===== src/rtl/fetch_unit_param.sv =====
// rtl/fetch_unit_param.sv - parametrised PC and instruction fetch stage, one request in flight
// Optional misaligned-redirect trap: define FETCH_MISALIGN_TRAP_EN.
module fetch_unit_param #(
  parameter int unsigned     XLEN         = 32,
  parameter int unsigned     IMEM_AW      = 8,
  parameter logic [XLEN-1:0] RESET_VECTOR = '0
) (
  input  logic               clk,
  input  logic               rst,
  input  logic               pc_en,
  output logic               m_req,
  output logic [IMEM_AW-1:0] m_addr,
  input  logic               m_valid,
  input  logic [31:0]        m_data,
  input  logic               redirect_valid,
  input  logic [XLEN-1:0]    redirect_pc,
  output logic               inst_valid,
  input  logic               inst_ready,
  output logic [31:0]        inst_data,
  output logic [XLEN-1:0]    inst_pc,
  output logic [XLEN-1:0]    pc_q,
  output logic               fetch_err
);

  localparam logic [XLEN-1:0] PC_STEP    = XLEN'(4);
  localparam logic [XLEN-1:0] ALIGN_MASK = ~XLEN'(3);

`ifdef FETCH_MISALIGN_TRAP_EN
  typedef enum logic [2:0] {S_IDLE, S_REQ, S_WAIT, S_HOLD, S_ERR} state_t;
`else
  typedef enum logic [1:0] {S_IDLE, S_REQ, S_WAIT, S_HOLD} state_t;
`endif

  state_t          state_q, state_d;
  state_t          resume_state;
  logic [XLEN-1:0] pc_d;
  logic            kill_q, kill_d;
  logic            m_req_q, m_req_d;
  logic            inst_valid_q, inst_valid_d;
  logic [31:0]     inst_data_q, inst_data_d;
  logic [XLEN-1:0] inst_pc_q, inst_pc_d;
  logic            redir;

`ifdef FETCH_MISALIGN_TRAP_EN
  logic err_q, err_d;
  // Once trapped, redirects no longer move the PC.
  assign redir     = redirect_valid && (state_q != S_ERR);
  assign fetch_err = err_q;
`else
  assign redir     = redirect_valid;
  assign fetch_err = 1'b0;
`endif

  assign resume_state = pc_en ? S_REQ : S_IDLE;

  assign m_req      = m_req_q;
  assign m_addr     = pc_q[IMEM_AW+1:2];
  assign inst_valid = inst_valid_q;
  assign inst_data  = inst_data_q;
  assign inst_pc    = inst_pc_q;

  always_comb begin
    state_d      = state_q;
    pc_d         = pc_q;
    kill_d       = kill_q;
    inst_valid_d = inst_valid_q;
    inst_data_d  = inst_data_q;
    inst_pc_d    = inst_pc_q;
`ifdef FETCH_MISALIGN_TRAP_EN
    err_d        = err_q;
`endif

    case (state_q)
      S_IDLE: begin
        if (pc_en) state_d = S_REQ;
      end
      S_REQ: begin
        state_d = S_WAIT;
        if (redir) kill_d = 1'b1;
      end
      S_WAIT: begin
        if (m_valid) begin
          if (!kill_q && !redir) begin
            inst_valid_d = 1'b1;
            inst_data_d  = m_data;
            inst_pc_d    = pc_q;
            pc_d         = pc_q + PC_STEP;
            state_d      = S_HOLD;
          end else begin
            // Stale response: swallow it and restart from the redirected PC.
            kill_d  = 1'b0;
            state_d = resume_state;
          end
        end else if (redir) begin
          kill_d = 1'b1;
        end
      end
      S_HOLD: begin
        // A redirect alongside ready still completes the transfer.
        if (inst_ready || redir) begin
          inst_valid_d = 1'b0;
          state_d      = resume_state;
        end
      end
`ifdef FETCH_MISALIGN_TRAP_EN
      S_ERR: begin
        state_d = S_ERR;
      end
`endif
      default: begin
        state_d = S_IDLE;
      end
    endcase

    if (redir) begin
`ifdef FETCH_MISALIGN_TRAP_EN
      pc_d = redirect_pc;
      if (redirect_pc[1:0] != 2'b00) begin
        state_d      = S_ERR;
        err_d        = 1'b1;
        inst_valid_d = 1'b0;
        kill_d       = 1'b0;
      end
`else
      pc_d = redirect_pc & ALIGN_MASK;
`endif
    end

    m_req_d = (state_d == S_REQ);
  end

  always_ff @(posedge clk or negedge rst) begin
    if (!rst) begin
      state_q      <= S_IDLE;
      pc_q         <= RESET_VECTOR;
      kill_q       <= 1'b0;
      m_req_q      <= 1'b0;
      inst_valid_q <= 1'b0;
      inst_data_q  <= '0;
      inst_pc_q    <= '0;
`ifdef FETCH_MISALIGN_TRAP_EN
      err_q        <= 1'b0;
`endif
    end else begin
      state_q      <= state_d;
      pc_q         <= pc_d;
      kill_q       <= kill_d;
      m_req_q      <= m_req_d;
      inst_valid_q <= inst_valid_d;
      inst_data_q  <= inst_data_d;
      inst_pc_q    <= inst_pc_d;
`ifdef FETCH_MISALIGN_TRAP_EN
      err_q        <= err_d;
`endif
    end
  end

endmodule

===== config.mk =====
export PLATFORM = sky130hd
export DESIGN_NAME = fetch_unit_param
export DESIGN_NICKNAME = d
export VERILOG_FILES = /design/src/rtl/fetch_unit_param.sv
export SDC_FILE = /design/constraint.sdc
export NUM_CORES = 1
export LEC_CHECK = 0
export BUFFER_PORTS_ARGS = -buffer_cell sky130_fd_sc_hd__buf_2
export CAP_MARGIN = 10
export CELL_PAD_IN_SITES_DETAIL_PLACEMENT = 1
export CELL_PAD_IN_SITES_GLOBAL_PLACEMENT = 2
export CORE_MARGIN = 4
export CORE_UTILIZATION = 29
export DETAILED_ROUTE_END_ITERATION = 16
export PLACE_DENSITY = 0.88
export SYNTH_ARGS = -nofsm -noshare
export SYNTH_HDL_FRONTEND = slang
export SYNTH_SLANG_ARGS = --single-unit

===== constraint.sdc =====
create_clock -name clk -period 2.3 [get_ports clk]
set_input_delay 0.115 -clock clk [delete_from_list [all_inputs] [get_ports clk]]
set_output_delay 0.115 -clock clk [all_outputs]
set_load 0.02 [all_outputs]

==> results of run 1 <==
-- what timing repair did --
item,in CTS,in global routing
hold buffers,38,0
endpoints found under the hold margin,83,0
buffers inserted,0,0
resized for setup,0,1
endpoints found under the setup margin,0,2
-- routing by layer --
metal	wire (µm)	up-vias
met4	211	0
li1	-	1814
met1	5745	1867
met3	864	15
met2	6668	130
met5	0	-
-- stage by stage --
step / area (µm²) / hold WS, ns / worst slack (ns) / total power [mW] / utilization (%)
2_1_floorplan: 4453 / -0.1806 / 0.2249 / 4.372 / -
3_3_place_gp: 5480 / 0.1603 / 0.2158 / 5.267 / 37.14
3_5_place_dp: 5480 / 0.1707 / 0.07569 / 5.400 / 37.14
4_1_cts: 6145 / 0.0005342 / 0.05982 / 6.925 / 41.65
5_1_grt: 6146 / 0.003526 / 0.001444 / 7.224 / 41.66
6_report: 6146 / 0.01742 / 0.09560 / 6.820 / 41.66
-- worst paths after layout --
check,start,end,cells after the start
min in group asynchronous,rst,inst_pc[21],2
hold / removal,m_data[7],inst_data[7],2
hold reg to reg,inst_pc[19],inst_pc[19],2
setup reg to reg,pc_q[8],pc_q[27],5
max in group asynchronous,rst,pc_q[7],3
setup / recovery,pc_q[8],pc_q[27],5
-- cell usage in the layout, fill, tap and decap left out, drive strengths merged, types with 2 or more instances in the layout --
cell | netlist | routed
nand4bb | 2 | 2
xor2 | 6 | 6
a31oi | 15 | 15
o31ai | 12 | 12
and3 | 5 | 5
nand3 | 14 | 14
nor4 | 5 | 5
a2bb2oi | 3 | 3
and4 | 3 | 3
nor2 | 28 | 28
dlygate4sd3 | 0 | 38
mux2 | 58 | 58
conb | 1 | 5
nand2 | 31 | 31
clkinvlp | 0 | 3
clkbuf | 17 | 12
xnor2 | 5 | 5
inv | 8 | 8
nand4 | 13 | 13
dfrtp | 97 | 97
buf | 17 | 183
a21oi | 4 | 4
or3 | 2 | 2
o211ai | 2 | 2
or4 | 13 | 13
o21ai | 20 | 20
-- synthesized netlist by cell type --
cell        n
nand4_1    13
a211oi_1    1
a2bb2oi_1   3
clkbuf_1   17
dfrtp_1    97
a31oi_1    15
nand3_2     2
and4bb_2    1
o211ai_1    2
o21ai_0    20
nor4_1      5
nand2_1    31
buf_2       4
mux2i_1     1
and4_1      3
ha_1        1
o41ai_1     1
nor2_1     28
nand4b_1    1
xnor2_1     5
nand4bb_1   2
nor3_1      1
or4_1      13
o31ai_1    12
a311o_1     1
or3_1       2
nand3_1    12
xor2_1      6
buf_4      13
a21oi_1     4
inv_1       8
and2_1      1
and3_1      5
a2111oi_0   1
conb_1      1
or2_2       1
mux2_2     58
-- power by group --
group / leakage [nW] / switching (mW) / total, mW / internal [mW]
registers: 1.16 / 0.415 / 2.76 / 2.34
logic: 1.56 / 1.53 / 2.62 / 1.09
clock network: 0.131 / 0.651 / 1.44 / 0.791
-- layout make-up --
cell class / instances / area share (%)
clock inverters: 4 / 0.4479
flip-flops and latches: 97 / 39.52
well taps: 184 / 3.746
repair buffers: 221 / 22.11
multi-input cells: 257 / 29.52
clock buffers: 12 / 4.173
inverters: 8 / 0.4886
-- cells by family (layout without fill, tap and decap cells) --
kind of cell | Yosys count | in the layout
buffers and inverters | 42 | 245
other | 1 | 5
muxes | 59 | 59
xor gates and xnor gates | 11 | 11
adders and majority gates | 1 | 1
AOI/OAI and AO/OA | 60 | 60
and+or+nand+nor | 121 | 121
DFF | 97 | 97
-- registers in the layout (all words and copies together) (netlist names) --
| signal | count |
|---|---|
| inst_data | 32 |
| state_q | 2 |
| inst_valid | 1 |
| inst_pc | 30 |
| m_req | 1 |
| kill_q | 1 |
| pc_q | 30 |
-- worst max-delay path, delay by kind of cell (launching register included) --
kind | cells | cell delay (ns)
and+or+nand+nor | 3 | 1.23
AOI/OAI and AO/OA | 1 | 0.21
DFF | 1 | 0.46
buffers and inverters | 1 | 0.21
==> impl_metrics.json, run 1 <==
{
  "synth_top_family_by_area": "multiplexers",
  "routed_wl_um": 13490,
  "avgSynthCellArea_um2": 11.32,
  "cp_max_fo": 19,
  "slew_viol_final": 0,
  "diodes": 0,
  "worst_path_max_delay_cell": "or4_1",
  "fp-row-count": 44,
  "die_x_um": 131.7,
  "met3_usage_pct": 4.014,
  "yosys_warnings": 0,
  "worstPathArrival_ns": 2.46,
  "vdd_drop_max_v": 0.0004174,
  "cts_root_buf": "clkbuf_16",
  "drcViolationCount": 0,
  "synth-xor-area-share_pct": 2.171,
  "final-seq-area_um2": 2429,
  "relSlewSlack_pct": 59.81,
  "design.core.area_um2": 14750,
  "clk_pin_slew_ns": 0.07,
  "max_freq_mhz": 453.6,
  "ios": 177,
  "synth_mux_area_share_pct": 14.94,
  "synth_compound_area_share_pct": 8.571,
  "met1_usage_pct": 18.82,
  "grtUsageTotal_pct": 15.52,
  "synthAdderAreaFrac_pct": 0.2819,
  "antenna_found_initial": 0,
  "worst_pin_slew_ns": 0.5974,
  "crit_required_ns": 2.55,
  "initial_core_util_pct": 30.08,
  "yosys.area.top_type": "dfrtp_1",
  "status": "complete, no violations",
  "synth_cells": 392,
  "fin_nets": 665,
  "top_usage_layer": "met2",
  "grt_start_max_net_pins": 52,
  "grt-ovfl-total": 0,
  "use_met2_pct": 26.73,
  "clk_latency_ns": 0.35,
  "area_delta_synth_final_pct": 38.48,
  "fin_skew_ns": 0.006367,
  "dieHeight_um": 131.7,
  "place.gp.congestion": 0.7833,
  "viasPerCell": 4.886,
  "drt-wirelength-per-cell_um": 17.23,
  "place.detailed.hpwl_um": 9792,
  "finalCriticalPeriod_ns": 2.204,
  "min_path_type": "input port to flip-flop",
  "end_kind": "flip-flop",
  "cts_sinks": 97,
  "firstDrtPassIters": 4,
  "htreeDepth": 3,
  "max_cap_violations": 0,
  "place_inst": 729,
  "final.setup.tns_ns": 0,
  "portBuffers": 169,
  "vias": 3826,
  "multiInputGateArea_um2": 1814,
  "r2r_slack_ns": 0.1,
  "nFillCells": 1664,
  "rsz0062_at_grt": "false",
  "cts_tree": "yes",
  "worstSetupStartpointType": "flip-flop",
  "synth.distinct_cells": 37,
  "die_area_um2": 17350,
  "crit_path_max_incr_delay_ns": 0.54,
  "drt_iter0_drc": 152,
  "grt_pass1_wl_um": 21740,
  "path_class": "flip-flop to flip-flop",
  "cp_cell_sequence": "nand3_2 > or4_1 > buf_4 > or4_1 > a31oi_1",
  "period_share_pct": 95.84,
  "hold_viol": 0,
  "drive_above_1_share_pct": 43.57,
  "critPathMostFrequentCell": "or4_1",
  "netlist_area_um2": 4438,
  "instances_no_fill": 783,
  "power.density_nw_per_um2": 1110,
  "clk_path_buf_depth": 2,
  "synth_top_area_share_pct": 54.69,
  "ys_seq_area_share_pct": 54.69,
  "setup_violations": 0,
  "cts_inserted_buffers": 9,
  "synthTopCellsByArea": "dfrtp_1 (55%), mux2_2 (15%), nand2_1 (2.6%)",
  "antenna_violating_nets_post_route": 0,
  "ys_seq_elements": 97,
  "p_leak_nw": 2.850,
  "synth_simple_gate_area_share_pct": 14.49,
  "grt_pass1_vias": 4084
}
(Power assumes the default switching activity.)
==> run 2: changes to the inputs <==
Settings changed: ABC_AREA set to 1, CAP_MARGIN 10 to 20, CORE_UTILIZATION 29 to 27.
==> run 2 against run 1 <==
Compared with the run above: maximum frequency grew 22%; critical path depth grew 1; count of clock-buffer cells in the layout shrank 2; wire length grew 22%; area after synthesis grew 11%; via count grew 23%; clock power shrank 7%.
==> impl_metrics.json, run 2 <==
{
  "vias": 4707,
  "synth-async-reset-ratio_pct": 100.0,
  "grt_start_max_net_pins": 59,
  "place.gp.congestion": 0.7569,
  "end_kind": "flip-flop",
  "crit_required_ns": 2.58,
  "worstPathArrival_ns": 2.08,
  "antenna_found_initial": 0,
  "clk_path_buf_depth": 2,
  "postCtsSetupBuffers": 0,
  "clk_pin_slew_ns": 0.06,
  "drt_iter0_drc": 197,
  "fp-row-count": 49,
  "hold_buffers": 35,
  "final_core_util_pct": 36.24,
  "vdd_drop_max_v": 0.0004485,
  "die_area_um2": 20460,
  "rsz0062_at_grt": "false",
  "cp_max_fo": 27,
  "drcViolationCount": 0,
  "ys_seq_elements": 97,
  "path_class": "flip-flop to flip-flop",
  "instances_no_fill": 1047,
  "dieHeight_um": 143.1,
  "firstDrtPassIters": 4,
  "hold_viol": 0,
  "cts_inserted_buffers": 9,
  "max_freq_mhz": 554.9,
  "htreeDepth": 3,
  "status": "complete, no violations",
  "final.setup.tns_ns": 0,
  "min_path_type": "input port to flip-flop",
  "grt-ovfl-total": 0,
  "setup_violations": 0,
  "initial_core_util_pct": 27.42,
  "final_cell_mix": "nand2_1 (253), buf_2 (168), dfrtp_1 (97)",
  "holdWs_ns": 0.01343,
  "portBuffers": 169,
  "final_common_cell": "nand2_1",
  "clk_latency_ns": 0.34,
  "area_delta_synth_final_pct": 32.19,
  "postPlaceCellArea_um2": 5921,
  "grt_pass1_wl_um": 26340,
  "worst_pin_slew_ns": 0.5713,
  "r2r_start": "state_q[0]",
  "synth.top_cells.by_count": "nand2_1 (254), dfrtp_1 (97), nor2_1 (59), inv_1 (40), nand3_1 (31)",
  "drive_above_1_share_pct": 27.75,
  "diodes": 0,
  "yosys.area.top_type": "dfrtp_1",
  "cts_root_buf": "clkbuf_16",
  "ys_seq_area_share_pct": 49.29,
  "yosys_warnings": 0,
  "synth_cells": 625,
  "min_from": "redirect_pc[16]",
  "p_leak_nw": 3.440,
  "viasPerCell": 4.496,
  "fin_nets": 888,
  "final-seq-area_um2": 2427,
  "place.detailed.hpwl_um": 12310,
  "antenna_violating_nets_post_route": 0,
  "power.density_nw_per_um2": 1112,
  "slew_viol_final": 0,
  "avgSynthCellArea_um2": 7.880,
  "synth-main-ff-cell": "dfrtp_1",
  "hold_end": "pc_q[16]",
  "max_cap_violations": 0,
  "design.core.area_um2": 17960,
  "synth_top_area_share_pct": 49.29,
  "largest_register_ff_count": 32,
  "worstSetupStartpointType": "flip-flop",
  "synth.most_common_cell": "nand2_1",
  "drt-wirelength-per-cell_um": 15.76,
  "grt_pass1_vias": 4976,
  "die_x_um": 143.1,
  "ios": 177,
  "synthTopCellsByArea": "dfrtp_1 (49%), nand2_1 (19%), nor2_1 (4.5%)",
  "stdcell_area_um2": 6510,
  "hold_depth": 3,
  "synth_edf_count": 0,
  "routed_wl_um": 16500,
  "multiInputGateArea_um2": 2110,
  "grtUsageTotal_pct": 16.44,
  "rr_worst_depth": 6,
  "period_share_pct": 78.35,
  "finalCriticalPeriod_ns": 1.802,
  "cts_tree": "yes",
  "relSlewSlack_pct": 61.92,
  "cts_sinks": 97,
  "worstReg2RegEnd": "inst_data[28]",
  "fin_skew_ns": 0.009521,
  "place_inst": 1000,
  "cts.repair.resized": 0,
  "synth.distinct_cells": 40,
  "nFillCells": 2203,
  "netlist_area_um2": 4925,
  "r2r_slack_ns": 0.50
}
run 2: cell types whose count changed after synthesis, moves of 8 or more:
cell      change
nand2_1     +223
o31ai_1      -12
nand4_1       -9
a31oi_1      -14
o21ai_2      +10
nand3_1      +19
mux2_2       -58
clkbuf_1     -15
inv_1        +32
nor2_1       +31
nor2_4        +8
o21ai_1      +12
or4_1        -13
buf_2         +9
run 2: worst max path at each step:
stage          startpoint             to  slack, ns  depth (start not counted)
2_1_floorplan     pc_q[2]       pc_q[26]       0.70                          9
3_3_place_gp   state_q[0]  inst_data[10]       0.50                          6
3_5_place_dp   state_q[0]  inst_data[13]       0.49                          6
4_1_cts        state_q[0]  inst_data[21]       0.47                          6
5_1_grt           pc_q[2]       pc_q[12]       0.35                          8
6_report       state_q[0]  inst_data[28]       0.50                          6
run 2: worst max-delay path, cell delays in order, from the launching register on:
cell and delay (ns):
dfrtp_1 0.43, nor2_4 0.16, nand3_2 0.17, nor2_4 0.41
buf_4 0.38, nand2_1 0.11, nand2_1 0.07
run 2: layout make-up:
cell class                      instances  share of cell area [%]
Timing Repair Buffer                  213                   19.64
Clock buffer                           10                   3.517
Tap cell                              229                   4.401
Sequential cell                        97                   37.29
Clock inverter                          2                  0.1538
Inverter                               45                   2.595
Multi-Input combinational cell        451                   32.40
run 2: per-layer routing:
metal | vias to the layer above | GRT usage, % | routed length (µm)
met3 | 17 | 3.382 | 1066
met1 | 2235 | 21.70 | 7627
met2 | 132 | 27.03 | 7500
met5 | - | 0 | 0
met4 | 0 | 5.353 | 304
li1 | 2323 | - | -
run 2: cell families (layout without fill, tap and decap cells):
| kind of cell | Yosys count | after routing | share of synthesized area (%) |
|---|---|---|---|
| compound gates | 57 | 57 | 7.444 |
| xor+xnor | 7 | 7 | 1.245 |
| fa+ha+maj | 1 | 1 | 0.2540 |
| buf+inv | 81 | 270 | 8.333 |
| flops | 97 | 97 | 49.29 |
| other cells | 1 | 5 | 0.07615 |
| simple gates | 381 | 381 | 33.36 |
run 2: metrics by stage:
step / worst slack [ns] / power (mW)
2_1_floorplan: 0.6964 / 4.762
3_3_place_gp: 0.4995 / 5.838
3_5_place_dp: 0.4889 / 5.921
4_1_cts: 0.4677 / 7.349
5_1_grt: 0.3467 / 7.793
6_report: 0.4980 / 7.237
run 2: power breakdown:
part / switching [mW] / internal (mW) / total (mW) / leakage (nW)
sequential: 0.487 / 2.36 / 2.85 / 1.20
combinational: 2.04 / 1.01 / 3.05 / 2.12
clock: 0.634 / 0.707 / 1.34 / 0.120
total: 3.16 / 4.08 / 7.24 / 3.44
==> run 3: changes to the inputs <==
Clock period 2.3 ns to 1.8 ns, I/O delays scaled along.
==> run 3 against run 2 <==
Compared with the run above: die area did not move; wire length increased by 0.19%; largest power group unchanged; maximum frequency increased by 9.8%; global-route usage decreased by 0.30 points; first-iteration DRC count is 21% lower; via count up 0.34%; power is 36% higher; cell area increased by 4.0%; count of clock-buffer cells in the layout decreased by 1; flip-flop and latch count stayed put; critical path type unchanged.
==> impl_metrics.json, run 3 (synthesis results as in run 2) <==
{
  "cts_sinks": 97,
  "holdWs_ns": 0.02149,
  "power.density_nw_per_um2": 1451,
  "antenna_found_initial": 0,
  "drt-wirelength-per-cell_um": 15.52,
  "path_class": "flip-flop to flip-flop",
  "vias": 4723,
  "p_leak_nw": 3.561,
  "max_freq_mhz": 609.3,
  "final.setup.tns_ns": 0,
  "grt_pass1_wl_um": 26080,
  "initial_core_util_pct": 27.42,
  "end_kind": "flip-flop",
  "cp_max_fo": 7,
  "min_path_type": "input port to flip-flop",
  "die_x_um": 143.1,
  "final_cell_mix": "nand2_1 (253), buf_2 (168), dfrtp_1 (95)",
  "r2r_slack_ns": 0.16,
  "area_delta_synth_final_pct": 37.53,
  "postCtsSetupBuffers": 0,
  "grt_start_max_net_pins": 61,
  "setup_violations": 0,
  "diodes": 0,
  "max_cap_violations": 0,
  "worstSetupStartpointType": "flip-flop",
  "portBuffers": 169,
  "vdd_drop_max_v": 0.0006313,
  "fin_skew_ns": 0.008206,
  "cts_root_buf": "clkbuf_16",
  "largest_register_ff_count": 32,
  "place.gp.congestion": 0.8018,
  "rsz0062_at_grt": "false",
  "drive_above_1_share_pct": 28.59,
  "finalCriticalPeriod_ns": 1.641,
  "clk_pin_slew_ns": 0.07,
  "clk_path_buf_depth": 2,
  "grt_pass1_vias": 4987,
  "routed_wl_um": 16530,
  "design.core.area_um2": 17960,
  "grtUsageTotal_pct": 16.14,
  "hold_viol": 0,
  "fp-row-count": 49,
  "ios": 177,
  "drcViolationCount": 0,
  "final_core_util_pct": 37.70,
  "antenna_violating_nets_post_route": 0,
  "fin_nets": 902,
  "firstDrtPassIters": 4,
  "slew_viol_final": 0,
  "htreeDepth": 3,
  "clk_latency_ns": 0.35,
  "status": "complete, no violations",
  "cts_tree": "yes",
  "place.detailed.hpwl_um": 12250,
  "period_share_pct": 91.17,
  "final_common_cell": "nand2_1",
  "grt-ovfl-total": 0,
  "dieHeight_um": 143.1,
  "nFillCells": 2180,
  "drt_iter0_drc": 156,
  "worstPathArrival_ns": 1.87,
  "die_area_um2": 20460,
  "viasPerCell": 4.435,
  "crit_required_ns": 2.03,
  "cts_inserted_buffers": 9
}
## run 3: cell types whose count changed in the layout (fill, tap and decap cells not counted), sizes merged
cell	change
inv	+1
clkinv	+1
clkbuf	-1
dlygate4sd3	+9
buf	+5
bufinv	+3
## run 3: cell type report
type                    count  area [µm²]  share of cell area (%)
clock inverters             7       117.6                   1.737
flip-flops and latches     97        2430                   35.88
well taps                 229       286.5                   4.231
multi-input cells         451        2110                   31.15
inverters                  45       168.9                   2.494
clock buffers               9       225.2                   3.325
repair buffers            227        1435                   21.19
## run 3: path summary, 6_finish.rpt
kind,from,cells past startpoint,endpoint
max,pc_q[2],9,pc_q[26]
min,redirect_pc[7],3,pc_q[7]
max reg2reg,pc_q[2],9,pc_q[26]
min reg2reg,inst_valid,2,inst_valid
max in group asynchronous,rst,3,inst_pc[21]
min in group asynchronous,rst,3,inst_data[29]
## run 3: critical path, stage by stage (launching register included)
cell and delay (ns):
dfrtp_2 0.43, ha_1 0.21, nand2_2 0.08, nor2_4 0.19
nand2_4 0.12, nor2_8 0.17, inv_2 0.07, nor2_4 0.08
or2_1 0.10, nand3_1 0.06
## run 3: layer usage
metal	vias up	GRT usage, %	part of all wire [%]
li1	2357	-	-
met1	2216	21.87	47
met3	16	2.780	6.0
met4	0	5.103	1.6
met5	-	0	0
met2	134	26.34	45
## run 3: timing repair
action,4_1_cts,5_1_grt
endpoints found under the setup margin,0,9
hold buffers,44,0
resized for setup,0,3
hold endpoints to repair,140,0
## run 3: power by group
group          leakage (nW)  total, mW  internal [mW]  switching (mW)
logic                  2.19       3.96           1.34            2.62
registers              1.20       3.62           3.02           0.597
clock network         0.170       2.25           1.36           0.888
## run 3: through the flow
stage | cells | setup WS, ns | cell area [µm²] | power, mW
CTS | 1065 | 0.06497 | 6766 | 9.972
global placement | 1005 | 0.1134 | 5983 | 7.493
finish | 1065 | 0.1589 | 6773 | 9.828
floorplan | 629 | 0.1964 | 4940 | 6.085
global route | 1065 | 0.01306 | 6773 | 10.54
detailed placement | 1005 | 0.09524 | 5983 | 7.591
